==> src/rtl/proj_out_streamer.sv <==
// Receive-side endpoint of proj_unit: captures one Q/K/V bundle, requantizes every
// element (round-half-up shift + saturate) and streams it head-by-head on valid/ready.
module proj_out_streamer #(
    parameter int N      = 16,
    parameter int DW     = 4,
    parameter int PE_NUM = 12,
    parameter int SHIFT  = 3,
    parameter int OUT_W  = 4,
    localparam int ACC_W = 2 * DW + $clog2(N),
    localparam int HW    = $clog2(PE_NUM)
) (
    input  logic                      clk,
    input  logic                      rst_n,
    input  logic                      in_valid,
    output logic                      in_ready,
    input  logic [PE_NUM*ACC_W-1:0]   in_q,
    input  logic [PE_NUM*ACC_W-1:0]   in_k,
    input  logic [PE_NUM*ACC_W-1:0]   in_v,
    output logic                      m_valid,
    input  logic                      m_ready,
    output logic [HW-1:0]             m_head,
    output logic [OUT_W-1:0]          m_q,
    output logic [OUT_W-1:0]          m_k,
    output logic [OUT_W-1:0]          m_v,
    output logic                      m_last,
    output logic [7:0]                sat_cnt,
    output logic                      ovr_err,
    input  logic                      clr
);

    localparam int NE = 3 * PE_NUM;
    localparam logic signed [ACC_W:0] RND  = (ACC_W+1)'(2 ** (SHIFT - 1));
    localparam logic signed [ACC_W:0] MAXV = (ACC_W+1)'(2 ** (OUT_W - 1) - 1);
    localparam logic signed [ACC_W:0] MINV = (ACC_W+1)'(-(2 ** (OUT_W - 1)));

    typedef enum logic {S_IDLE, S_DRAIN} state_t;

    state_t                 state_q, state_d;
    logic [HW-1:0]          head_q, head_d;
    logic [NE*OUT_W-1:0]    elem_q, elem_d;
    logic [7:0]             sat_cnt_q, sat_cnt_d;
    logic                   ovr_q, ovr_d;

    logic [NE*ACC_W-1:0]    in_all;
    logic [NE*OUT_W-1:0]    req_flat;
    logic [NE-1:0]          sat_vec;
    int                     sat_tot;

    // Element order in the flat vectors: all Q heads, then all K, then all V.
    assign in_all = {in_v, in_k, in_q};

    genvar gi;
    generate
        for (gi = 0; gi < NE; gi++) begin : g_req
            logic signed [ACC_W:0] ext;
            logic signed [ACC_W:0] t;
            // One guard bit keeps the rounding add from wrapping at the positive limit.
            assign ext = {in_all[gi*ACC_W + ACC_W - 1], in_all[gi*ACC_W +: ACC_W]};
            assign t   = (ext + RND) >>> SHIFT;
            assign sat_vec[gi] = (t > MAXV) || (t < MINV);
            assign req_flat[gi*OUT_W +: OUT_W] = (t > MAXV) ? MAXV[OUT_W-1:0] :
                                                 (t < MINV) ? MINV[OUT_W-1:0] :
                                                              t[OUT_W-1:0];
        end
    endgenerate

    always_comb begin
        state_d   = state_q;
        head_d    = head_q;
        elem_d    = elem_q;
        sat_cnt_d = sat_cnt_q;
        ovr_d     = ovr_q;
        sat_tot   = int'(sat_cnt_q) + $countones(sat_vec);
        case (state_q)
            S_IDLE: begin
                if (in_valid) begin
                    state_d   = S_DRAIN;
                    head_d    = '0;
                    elem_d    = req_flat;
                    sat_cnt_d = (sat_tot > 255) ? 8'hFF : 8'(sat_tot);
                end
            end
            S_DRAIN: begin
                if (in_valid) begin
                    ovr_d = 1'b1;
                end
                if (m_ready) begin
                    if (head_q == HW'(PE_NUM - 1)) begin
                        state_d = S_IDLE;
                        head_d  = '0;
                    end else begin
                        head_d = head_q + HW'(1);
                    end
                end
            end
            default: state_d = S_IDLE;
        endcase
        if (clr) begin
            sat_cnt_d = '0;
            ovr_d     = 1'b0;
        end
    end

    always_ff @(posedge clk) begin
        if (!rst_n) begin
            state_q   <= S_IDLE;
            head_q    <= '0;
            elem_q    <= '0;
            sat_cnt_q <= '0;
            ovr_q     <= 1'b0;
        end else begin
            state_q   <= state_d;
            head_q    <= head_d;
            elem_q    <= elem_d;
            sat_cnt_q <= sat_cnt_d;
            ovr_q     <= ovr_d;
        end
    end

    assign in_ready = rst_n && (state_q == S_IDLE);
    assign m_valid  = (state_q == S_DRAIN);
    assign m_head   = head_q;
    assign m_last   = m_valid && (head_q == HW'(PE_NUM - 1));
    assign m_q      = elem_q[int'(head_q) * OUT_W +: OUT_W];
    assign m_k      = elem_q[(PE_NUM + int'(head_q)) * OUT_W +: OUT_W];
    assign m_v      = elem_q[(2 * PE_NUM + int'(head_q)) * OUT_W +: OUT_W];
    assign sat_cnt  = sat_cnt_q;
    assign ovr_err  = ovr_q;

endmodule
==> config.mk <==
export PLATFORM = sky130hd
export DESIGN_NAME = proj_out_streamer
export DESIGN_NICKNAME = d
export VERILOG_FILES = /design/src/rtl/proj_out_streamer.sv
export SDC_FILE = /design/constraint.sdc
export NUM_CORES = 1
export LEC_CHECK = 0
export ABC_AREA = 0
export BUFFER_PORTS_ARGS = -buffer_cell sky130_fd_sc_hd__buf_2
export CAP_MARGIN = 20
export CORE_MARGIN = 8
export CORE_UTILIZATION = 48
export CTS_BUF_LIST = sky130_fd_sc_hd__clkbuf_16
export CTS_CLUSTER_DIAMETER = 40
export DETAILED_ROUTE_END_ITERATION = 8
export PLACE_DENSITY = 0.78
export SYNTH_ARGS = -nofsm -noshare
export SYNTH_HDL_FRONTEND = slang
export SYNTH_SLANG_ARGS = --single-unit
export TNS_END_PERCENT = 1
==> constraint.sdc <==
create_clock -name clk -period 7.12 [get_ports clk]
set_input_delay 0.712 -clock clk [delete_from_list [all_inputs] [get_ports clk]]
set_output_delay 0.712 -clock clk [all_outputs]
set_load 0.01 [all_outputs]
==> results of run 1 <==
-- flip-flops by register name (all words and copies together), names as in the netlist --
| register | flops |
|---|---|
| m_valid | 1 |
| sat_cnt | 8 |
| ovr_err | 1 |
| m_head | 4 |
| elem_q | 144 |
-- per-layer routing --
metal	up-vias	share of wire (%)	track usage (%)
li1	8133	-	-
met1	7889	41	31.04
met2	682	49	46.59
met3	99	6.4	4.877
met4	2	3.0	9.279
met5	-	0.021	0
-- critical path, stage by stage --
cell and delay [ns]:
buf_2 0.11, ha_1 0.24, nand3_1 0.16, a2111oi_1 0.43, o21ai_0 0.14, o211ai_1 0.14, nor2b_1 0.09, fa_1 0.52
inv_1 0.07, fa_1 0.49, inv_1 0.05, fa_1 0.54, fa_1 0.52, inv_1 0.04, fa_1 0.47, inv_1 0.06
fa_1 0.51, fa_1 0.47, fa_1 0.40, nor2b_1 0.13, o21a_1 0.15, o211ai_1 0.11, a31oi_1 0.24, o21ai_2 0.15
a31oi_1 0.19
-- metrics by stage --
step | util [%] | std cells
global route | 57.70 | 2721
global placement | 55.88 | 2689
CTS | 57.66 | 2720
finish | 57.70 | 2721
floorplan | - | 1953
detailed placement | 55.88 | 2689
-- final timing paths --
kind         slack (ns)          end  cells after the start
max                0.32   sat_cnt[5]                     25
min                0.45  elem_q[139]                      2
max reg2reg        1.65   sat_cnt[5]                     15
min reg2reg        0.45  elem_q[139]                      2
-- cell type report --
cell class,instances,area share (%)
Timing Repair Buffer,424,12.16
Clock inverter,14,0.7460
Antenna cell,1,0.01381
Tap cell,402,2.777
Clock buffer,17,2.348
Inverter,71,1.471
Sequential cell,158,17.49
Multi-Input combinational cell,1634,63.00
-- layout by cell type, fill, tap and decap left out, types with 15 or more instances in the layout --
master / instances
o211ai_1: 25
ha_1: 53
a21oi_1: 135
nor3_1: 29
o22ai_1: 19
nand2_1: 213
mux2i_1: 15
and3_1: 57
clkbuf_16: 17
and4_1: 18
o21a_1: 18
nand3_1: 151
nand4_1: 70
xnor2_1: 74
fa_1: 30
dfxtp_1: 156
nand2b_1: 21
a211o_1: 24
o21ai_1: 17
nor2_1: 123
xor2_1: 47
and2_1: 15
buf_4: 32
o31ai_1: 15
mux4_2: 44
o21ai_0: 118
a211oi_1: 25
buf_2: 392
inv_1: 69
a31oi_1: 41
-- kinds of logic (layout without fill, tap and decap cells) --
| logic type | Yosys count | in the layout |
|---|---|---|
| fa+ha+maj | 84 | 84 |
| compound gates | 576 | 576 |
| buf+inv | 161 | 526 |
| other cells | 0 | 1 |
| mux | 65 | 65 |
| flops | 158 | 158 |
| simple gates | 788 | 788 |
| xor+xnor | 121 | 121 |
-- report_power, final --
part           total (mW)  leakage [nW]  internal (mW)  switching (mW)
clock               0.887         0.264          0.487           0.401
combinational        1.42          5.85          0.619           0.801
sequential           1.01          1.30          0.958          0.0541
==> metrics.txt, run 1 <==
CTS Hold Bufs 0; Yosys Warn Count 0; Reg area 3168 sq um; final instance area 18,110 sq um; vias per std cell 6.176; syn nets 2,473; final setup vio count 0; simple logic cell fraction of the synthesized area 26.43%; peak supply drop 0.1742 mV; Async S/R FF share, synth 0%; CTS sink count 158; Area contributors post-synth dfxtp_1, mux4_2, nand2_1; status finished, final reports clean; Crit Path Category input port to flop; final-stage net count 2,826; Critical Path AT 7.15 ns; Place WS -0.2028 ns; Iter 0 DRT Violations 1,141; RR Startpoint sat_cnt[0]; clock-pin slew on the worst setup and hold paths 0.07 ns; layout cells sized above 1 23.17%; Seq/Total Area, Yosys 20.79%; CP endpoint kind flop; largest net degree at the start of global routing 111; Hold Path Class flop to flop; synthesized area per cell 7.788 sq um; drt first pass iters 5; top-count cell post-synth nand2_1; number of global-route vias before repair 16,524; Achievable Freq 147.0 MHz; top post-synthesis cells by count nand2_1, dfxtp_1, nand3_1; initial antenna violation count 3; area of the multi-input gates 11,410 sq um; setup bufs post-CTS 0; Post-synth top flop dfxtp_1; HPWL Detailed 40,810 um; Post-DRT Antenna Nets 0; WHS 0.4507 ns; CTS max path bufs 2; DR DRC count 0; routed len/inst 18.99 um; first-pass GRT wire length 82,610 um; adder-cell share of the synthesized area 8.374%; die area 37,640 sq um; Final Power 3.319 mW; mux contribution to synthesized area 7.971%; H-tree levels 4; core area 31,390 sq um; Hold Startpoint elem_q[139]; CP Data Required Time 7.47 ns; DIE WIDTH 194.0 um; Netlist cell types 97; total gr overflow 0; RePlAce Congestion 0.9446; CTS tree done; skew final 0.008464 ns; setup tns final 0 ns; final hold vios 0; Crit. Startpoint in_v[98]; Final Slew Violations 0; Max Cap Viol 0; setup ws final 0.3179 ns; Inserted Clock Buffers 17; Slew HR 25.53%; post-route clock period utilization 95.54%; Final min period 6.802 ns; routed via count 16,805; largest family of logic cells by synthesized area simple AND/OR/NAND/NOR gates; Port-buffer cells 392; synthesis-to-finish area growth 19.09%; total global routing track utilization 26.16%; Synth top area share 20.79%; register bit count reported by yosys 158; P per Cell Area 183.2 nW/um^2; Std-Cell Rows 65; XOR/XNOR Fraction of Synth Area 6.967%; CP max FO 7; placed instance area 17,540 sq um; kind of start point of the critical path input port; Netlist Area Pre-Place 15,210 sq um; CTS resizes 0; slew of the pin with the lowest slew margin 1.117 ns; Root Buffer clkbuf_16; Layout fillers 2,885; P_leak 7.415 nW; Worst-Skew Late Latency 0.43 ns; die height 194.0 um; I/O pin cnt 465; Post-synth EDFFs 0; final wirelength 51,670 um; Compound-Gate Fraction of Synth Area 25.02%; initial core utilization 48.45%; post-synthesis instance total 1,953; Yosys top cell by area dfxtp_1
No activity file was read; power rests on OpenSTA's default activity.
==> run 2: changes to the inputs <==
--- a/config.mk
+++ b/config.mk
@@ -10,7 +10,6 @@
 export CAP_MARGIN = 20
 export CORE_MARGIN = 8
 export CORE_UTILIZATION = 48
-export CTS_BUF_LIST = sky130_fd_sc_hd__clkbuf_16
 export CTS_CLUSTER_DIAMETER = 40
 export DETAILED_ROUTE_END_ITERATION = 8
 export PLACE_DENSITY = 0.78
==> run 2 against run 1 <==
  * Non-clock buffer count unchanged
  * Critical path depth unchanged
  * Combinational power about the same
  * Sequential share of layout area about the same
  * Count of clock-buffer cells in the layout up 1
  * Critical path type unchanged
  * Critical endpoint unchanged
  * Largest power group unchanged
==> metrics.txt, run 2 (synthesis gave the netlist of run 1 again) <==
CP endpoint kind flop (unchanged); CP max-delay cell fa_1 (unchanged); routed via count 16,814 (was 16,805); synthesis-to-finish area growth 19.17% (was 19.09%); initial core utilization 48.45% (unchanged); routed len/inst 18.94 um (was 18.99 um); die height 194.0 um (unchanged); number of global-route vias before repair 16,527 (was 16,524); CTS max path bufs 2 (unchanged); CTS tree done (unchanged); most used cell, CP fa_1 (unchanged); Achievable Freq 147.0 MHz (about the same); RR Startpoint sat_cnt[0] (unchanged); Hold Startpoint elem_q[139] (unchanged); Inserted Clock Buffers 17 (unchanged); Biggest register elem_q (unchanged); commonest non-fill, non-tap cells in the layout buf_2, nand2_1, dfxtp_1, nand3_1, a21oi_1 (unchanged); layout cells sized above 1 23.21% (was 23.17%); RePlAce Congestion 0.9446 (unchanged); Post-DRT Antenna Nets 0 (unchanged); CTS sink count 158 (unchanged); Iter 0 DRT Violations 1,140 (was 1,141); first-pass GRT wire length 82,610 um (unchanged); Std-Cell Rows 65 (unchanged); peak supply drop 0.1739 mV (was 0.1742 mV); DR DRC count 0 (unchanged); Slew HR 24.63% (was 25.53%); P per Cell Area 183.7 nW/um^2 (was 183.2 nW/um^2); HPWL Detailed 40,810 um (unchanged); Worst Hold Depth 2 (unchanged); Root Buffer clkbuf_16 (unchanged); area of the multi-input gates 11,410 sq um (unchanged); most common cell after layout, fill and taps aside buf_2 (unchanged); status finished, final reports clean (unchanged); largest net degree at the start of global routing 111 (unchanged); post-route clock period utilization 95.53% (was 95.54%); Critical Path AT 7.15 ns (about the same); max FFs per register 144 (unchanged); Final min period 6.802 ns (about the same); total gr overflow 0 (unchanged); skew final 0.008732 ns (was 0.008464 ns); final-stage net count 2,826 (unchanged); Worst-Skew Late Latency 0.42 ns (was 0.43 ns); final wirelength 51,560 um (was 51,670 um); Final Power 3.329 mW (was 3.319 mW); H-tree levels 4 (unchanged); DIE WIDTH 194.0 um (unchanged); vias per std cell 6.177 (was 6.176); Core Util, Final 57.74% (was 57.70%); reg-to-reg slack, setup 1.65 ns (about the same); Max Cap Viol 0 (unchanged); crit path buf inv count 5 (unchanged); Reg area 3168 sq um (unchanged); hold endpoint elem_q[139] (unchanged); family with the most delay on the worst path adder cells (unchanged); reg2reg path depth 15 (unchanged); Final Slew Violations 0 (unchanged); Crit Path Category input port to flop (unchanged); CTS Hold Bufs 0 (unchanged); initial antenna violation count 4 (was 3); total global routing track utilization 26.16% (unchanged); setup tns final 0 ns (unchanged); worst r2r dst sat_cnt[5] (unchanged); CP Data Required Time 7.47 ns (about the same); CP max FO 7 (unchanged); Layout fillers 2,882 (was 2,885); kind of start point of the critical path input port (unchanged); Hold Path Class flop to flop (unchanged); slew of the pin with the lowest slew margin 1.131 ns (was 1.117 ns); I/O pin cnt 465 (unchanged); final setup vio count 0 (unchanged); Port-buffer cells 392 (unchanged); slowest stage delay, CP 0.54 ns (about the same); P_leak 7.421 nW (was 7.415 nW); final hold vios 0 (unchanged); core area 31,390 sq um (unchanged); clock-pin slew on the worst setup and hold paths 0.07 ns (about the same); drt first pass iters 6 (was 5); die area 37,640 sq um (unchanged)
## run 2: metal layers
layer / up-vias / GRT usage, % / share of wire [%]
li1: 8134 / - / -
met4: 2 / 9.307 / 2.8
met1: 7912 / 31.00 / 41
met3: 87 / 4.946 / 6.6
met2: 679 / 46.58 / 50
met5: - / 0 / 0.021
## run 2: worst max-delay path by stage
stage	slack, ns	cells past startpoint	endpoint	startpoint
final	0.32	25	sat_cnt[5]	in_v[98]
after global routing	-0.07	23	sat_cnt[5]	in_q[3]
after CTS	0.23	25	sat_cnt[5]	in_v[98]
after detailed placement	-0.20	25	sat_cnt[3]	in_v[98]
after global placement	-0.03	25	sat_cnt[1]	in_v[51]
after floorplan	0.40	22	sat_cnt[0]	in_q[2]
## run 2: timing repair
action	in CTS	in global routing
resized for setup	0	3
setup buffers	0	0
setup endpoints to repair	0	7
## run 2: per-stage QoR
stage	area (sq um)	setup slack, ns	cells	hold WS, ns
after floorplan	15210	0.3954	1953	0.4102
after global placement	17540	-0.02705	2689	0.4245
after detailed placement	17540	-0.2028	2689	0.4308
after CTS	18110	0.2342	2720	0.4506
after global routing	18130	-0.06572	2722	0.4699
final	18130	0.3185	2722	0.4507
## run 2: cell type report
type,count,share of cell area (%)
Antenna cell,2,0.02761
Clock buffer,18,2.423
Clock inverter,13,0.7247
Inverter,71,1.470
Multi-Input combinational cell,1634,62.96
Sequential cell,158,17.48
Tap cell,402,2.775
Timing Repair Buffer,424,12.15
## run 2: worst reg2reg max path, stage by stage (launching register included)
cell and delay (ns):
dfxtp_1 0.34, fa_1 0.53, fa_1 0.55, fa_1 0.52, fa_1 0.52, fa_1 0.54
inv_1 0.06, fa_1 0.51, fa_1 0.47, fa_1 0.40, nor2b_1 0.13, o21a_1 0.15
o211ai_1 0.11, a31oi_1 0.24, o21ai_2 0.15, a31oi_1 0.19
## run 2: report_power, final
group          switching (mW)  leakage [nW]  internal, mW
Clock                   0.401         0.270         0.498
Sequential             0.0542          1.30         0.958
Combinational           0.800          5.85         0.618
Total                    1.25          7.42          2.07
==> run 3: changes to the inputs <==
--- a/config.mk
+++ b/config.mk
@@ -12,7 +12,7 @@
 export CORE_UTILIZATION = 48
 export CTS_CLUSTER_DIAMETER = 40
 export DETAILED_ROUTE_END_ITERATION = 8
-export PLACE_DENSITY = 0.78
+export PLACE_DENSITY_LB_ADDON = 0.25
 export SYNTH_ARGS = -nofsm -noshare
 export SYNTH_HDL_FRONTEND = slang
 export SYNTH_SLANG_ARGS = --single-unit
==> run 3 against run 2 <==
  * Design area rose by 0.37%
  * Worst hold slack got worse by 0.0096 ns
  * Clock power rose by 5.8%
  * Critical path depth fell by 2
  * Total power rose by 1.4%
  * Fmax rose by 0.67%
  * Critical endpoint is now sat_cnt[0]
  * Sequential cell count did not move
  * Routed wire length fell by 3.3%
==> metrics.txt, run 3 (synthesis gave the netlist of run 1 again) <==
status finished, final reports clean (unchanged); Root Buffer clkbuf_16 (unchanged); drt first pass iters 6 (unchanged); P per Cell Area 185.5 nW/um^2 (was 183.7 nW/um^2); number of global-route vias before repair 16,321 (was 16,527); clock-pin slew on the worst setup and hold paths 0.06 ns (was 0.07 ns); CP max FO 7 (unchanged); Iter 0 DRT Violations 998 (was 1,140); setup bufs post-CTS 0 (unchanged); Critical Path AT 7.09 ns (was 7.15 ns); die height 194.0 um (unchanged); final instance area 18,190 sq um (was 18,130 sq um); post-route insts no fill 2,726 (was 2,722); total gr overflow 0 (unchanged); DP Cell Count 2,691 (was 2,689); WHS 0.4411 ns (was 0.4507 ns); synthesis-to-finish area growth 19.61% (was 19.17%); CTS tree done (unchanged); setup ws final 0.3638 ns (was 0.3185 ns); CTS max path bufs 2 (unchanged); Worst-Skew Late Latency 0.42 ns (about the same); Max Cap Viol 0 (unchanged); kind of start point of the critical path input port (unchanged); RePlAce Congestion 0.8970 (was 0.9446); Place WS -0.1773 ns (was -0.2028 ns); Crit Path Category input port to flop (unchanged); CP Data Required Time 7.46 ns (was 7.47 ns); DR DRC count 0 (unchanged); CP endpoint kind flop (unchanged); Biggest register elem_q (unchanged); setup tns final 0 ns (unchanged); CTS sink count 158 (unchanged); final hold vios 0 (unchanged); routed via count 16,632 (was 16,814); layout cells sized above 1 23.31% (was 23.21%); routed len/inst 18.29 um (was 18.94 um); GRT met3 Usage 4.304% (was 4.946%); largest net degree at the start of global routing 87 (was 111); DIE WIDTH 194.0 um (unchanged); M1 GR Usage 31.11% (was 31.00%); Final Slew Violations 0 (unchanged); initial antenna violation count 5 (was 4); final-stage net count 2,828 (was 2,826); Achievable Freq 148.0 MHz (was 147.0 MHz); post-route clock period utilization 94.89% (was 95.53%); RSZ-0062 raised after global routing false; I/O pin cnt 465 (unchanged); final setup vio count 0 (unchanged); skew final 0.006529 ns (was 0.008732 ns); Hold Path Class flop to flop (unchanged); commonest non-fill, non-tap cells in the layout buf_2, nand2_1, dfxtp_1, nand3_1, a21oi_1 (unchanged); Port-buffer cells 392 (unchanged); P_leak 7.460 nW (was 7.421 nW); peak supply drop 0.3368 mV (was 0.1739 mV); initial core utilization 48.45% (unchanged); Std-Cell Rows 65 (unchanged); most common cell after layout, fill and taps aside buf_2 (unchanged); slew of the pin with the lowest slew margin 1.139 ns (was 1.131 ns); Layout fillers 2,956 (was 2,882); total global routing track utilization 25.40% (was 26.16%); first-pass GRT wire length 80,500 um (was 82,610 um); die area 37,640 sq um (unchanged); Post-DRT Antenna Nets 0 (unchanged); Final min period 6.756 ns (was 6.802 ns); placed instance area 17,550 sq um (was 17,540 sq um); Most Used Layer, Global Route met2 (unchanged); H-tree levels 4 (unchanged); M2 GR Usage 44.73% (was 46.58%); final wirelength 49,850 um (was 51,560 um); max FFs per register 144 (unchanged); Inserted Clock Buffers 17 (unchanged); HPWL Detailed 39,760 um (was 40,810 um); vias per std cell 6.101 (was 6.177); core area 31,390 sq um (unchanged); Slew HR 24.09% (was 24.63%)
-- run 3: cell types whose count changed in the layout (fill, tap and decap cells not counted), moves of 2 or more --
cell        delta
clkinvlp_4     -2
buf_4          +2
clkbuf_1       +2
bufinv_16      +2
-- run 3: power by group --
part	leakage, nW	switching [mW]	internal [mW]
registers	1.30	0.0491	0.958
logic	5.86	0.795	0.622
clock network	0.293	0.390	0.561
total	7.46	1.23	2.14
-- run 3: final cells by class --
type	instances	area (sq um)	area share, %
multi-input cells	1634	11420	62.79
flip-flops and latches	158	3166	17.40
repair buffers	426	2217	12.19
well taps	402	503.0	2.765
clock buffers	19	432.9	2.379
inverters	71	266.5	1.465
clock inverters	13	176.4	0.9697
diodes	3	7.507	0.04126
-- run 3: final timing paths --
path	slack (ns)	start	endpoint	depth (start not counted)
hold / removal	0.44	elem_q[40]	elem_q[40]	2
setup reg to reg	1.70	sat_cnt[0]	sat_cnt[0]	15
hold reg to reg	0.44	elem_q[40]	elem_q[40]	2
setup / recovery	0.36	in_q[3]	sat_cnt[0]	23
-- run 3: critical path: stages --
cell and delay, ns:
buf_2 0.10, ha_1 0.18, nand4_1 0.14, or3_1 0.39, nor2_1 0.15, nor2_1 0.06, o22ai_1 0.19, a32oi_2 0.18
fa_1 0.50, fa_1 0.55, fa_1 0.52, fa_1 0.52, fa_1 0.54, inv_1 0.05, fa_1 0.50, fa_1 0.48
fa_1 0.40, nor2b_1 0.13, o21a_1 0.13, o211ai_1 0.11, a31oi_1 0.22, o21ai_2 0.14, a31oi_1 0.21
-- run 3: layer usage --
metal,routed length [um],vias up
met4,1325,4
met5,27,-
li1,-,8149
met2,24410,554
met3,2661,87
met1,21420,7838
-- run 3: repair_timing --
item | 4_1_cts | 5_1_grt
endpoints found under the setup margin | 0 | 8
hold buffers | 0 | 0
gates resized for setup | 0 | 5
-- run 3: through the flow --
step | total power, mW | util [%]
final | 3.375 | 57.96
after global routing | 3.642 | 57.96
after CTS | 3.397 | 57.86
after detailed placement | 2.437 | 55.92
after global placement | 2.413 | 55.92
after floorplan | 1.980 | -
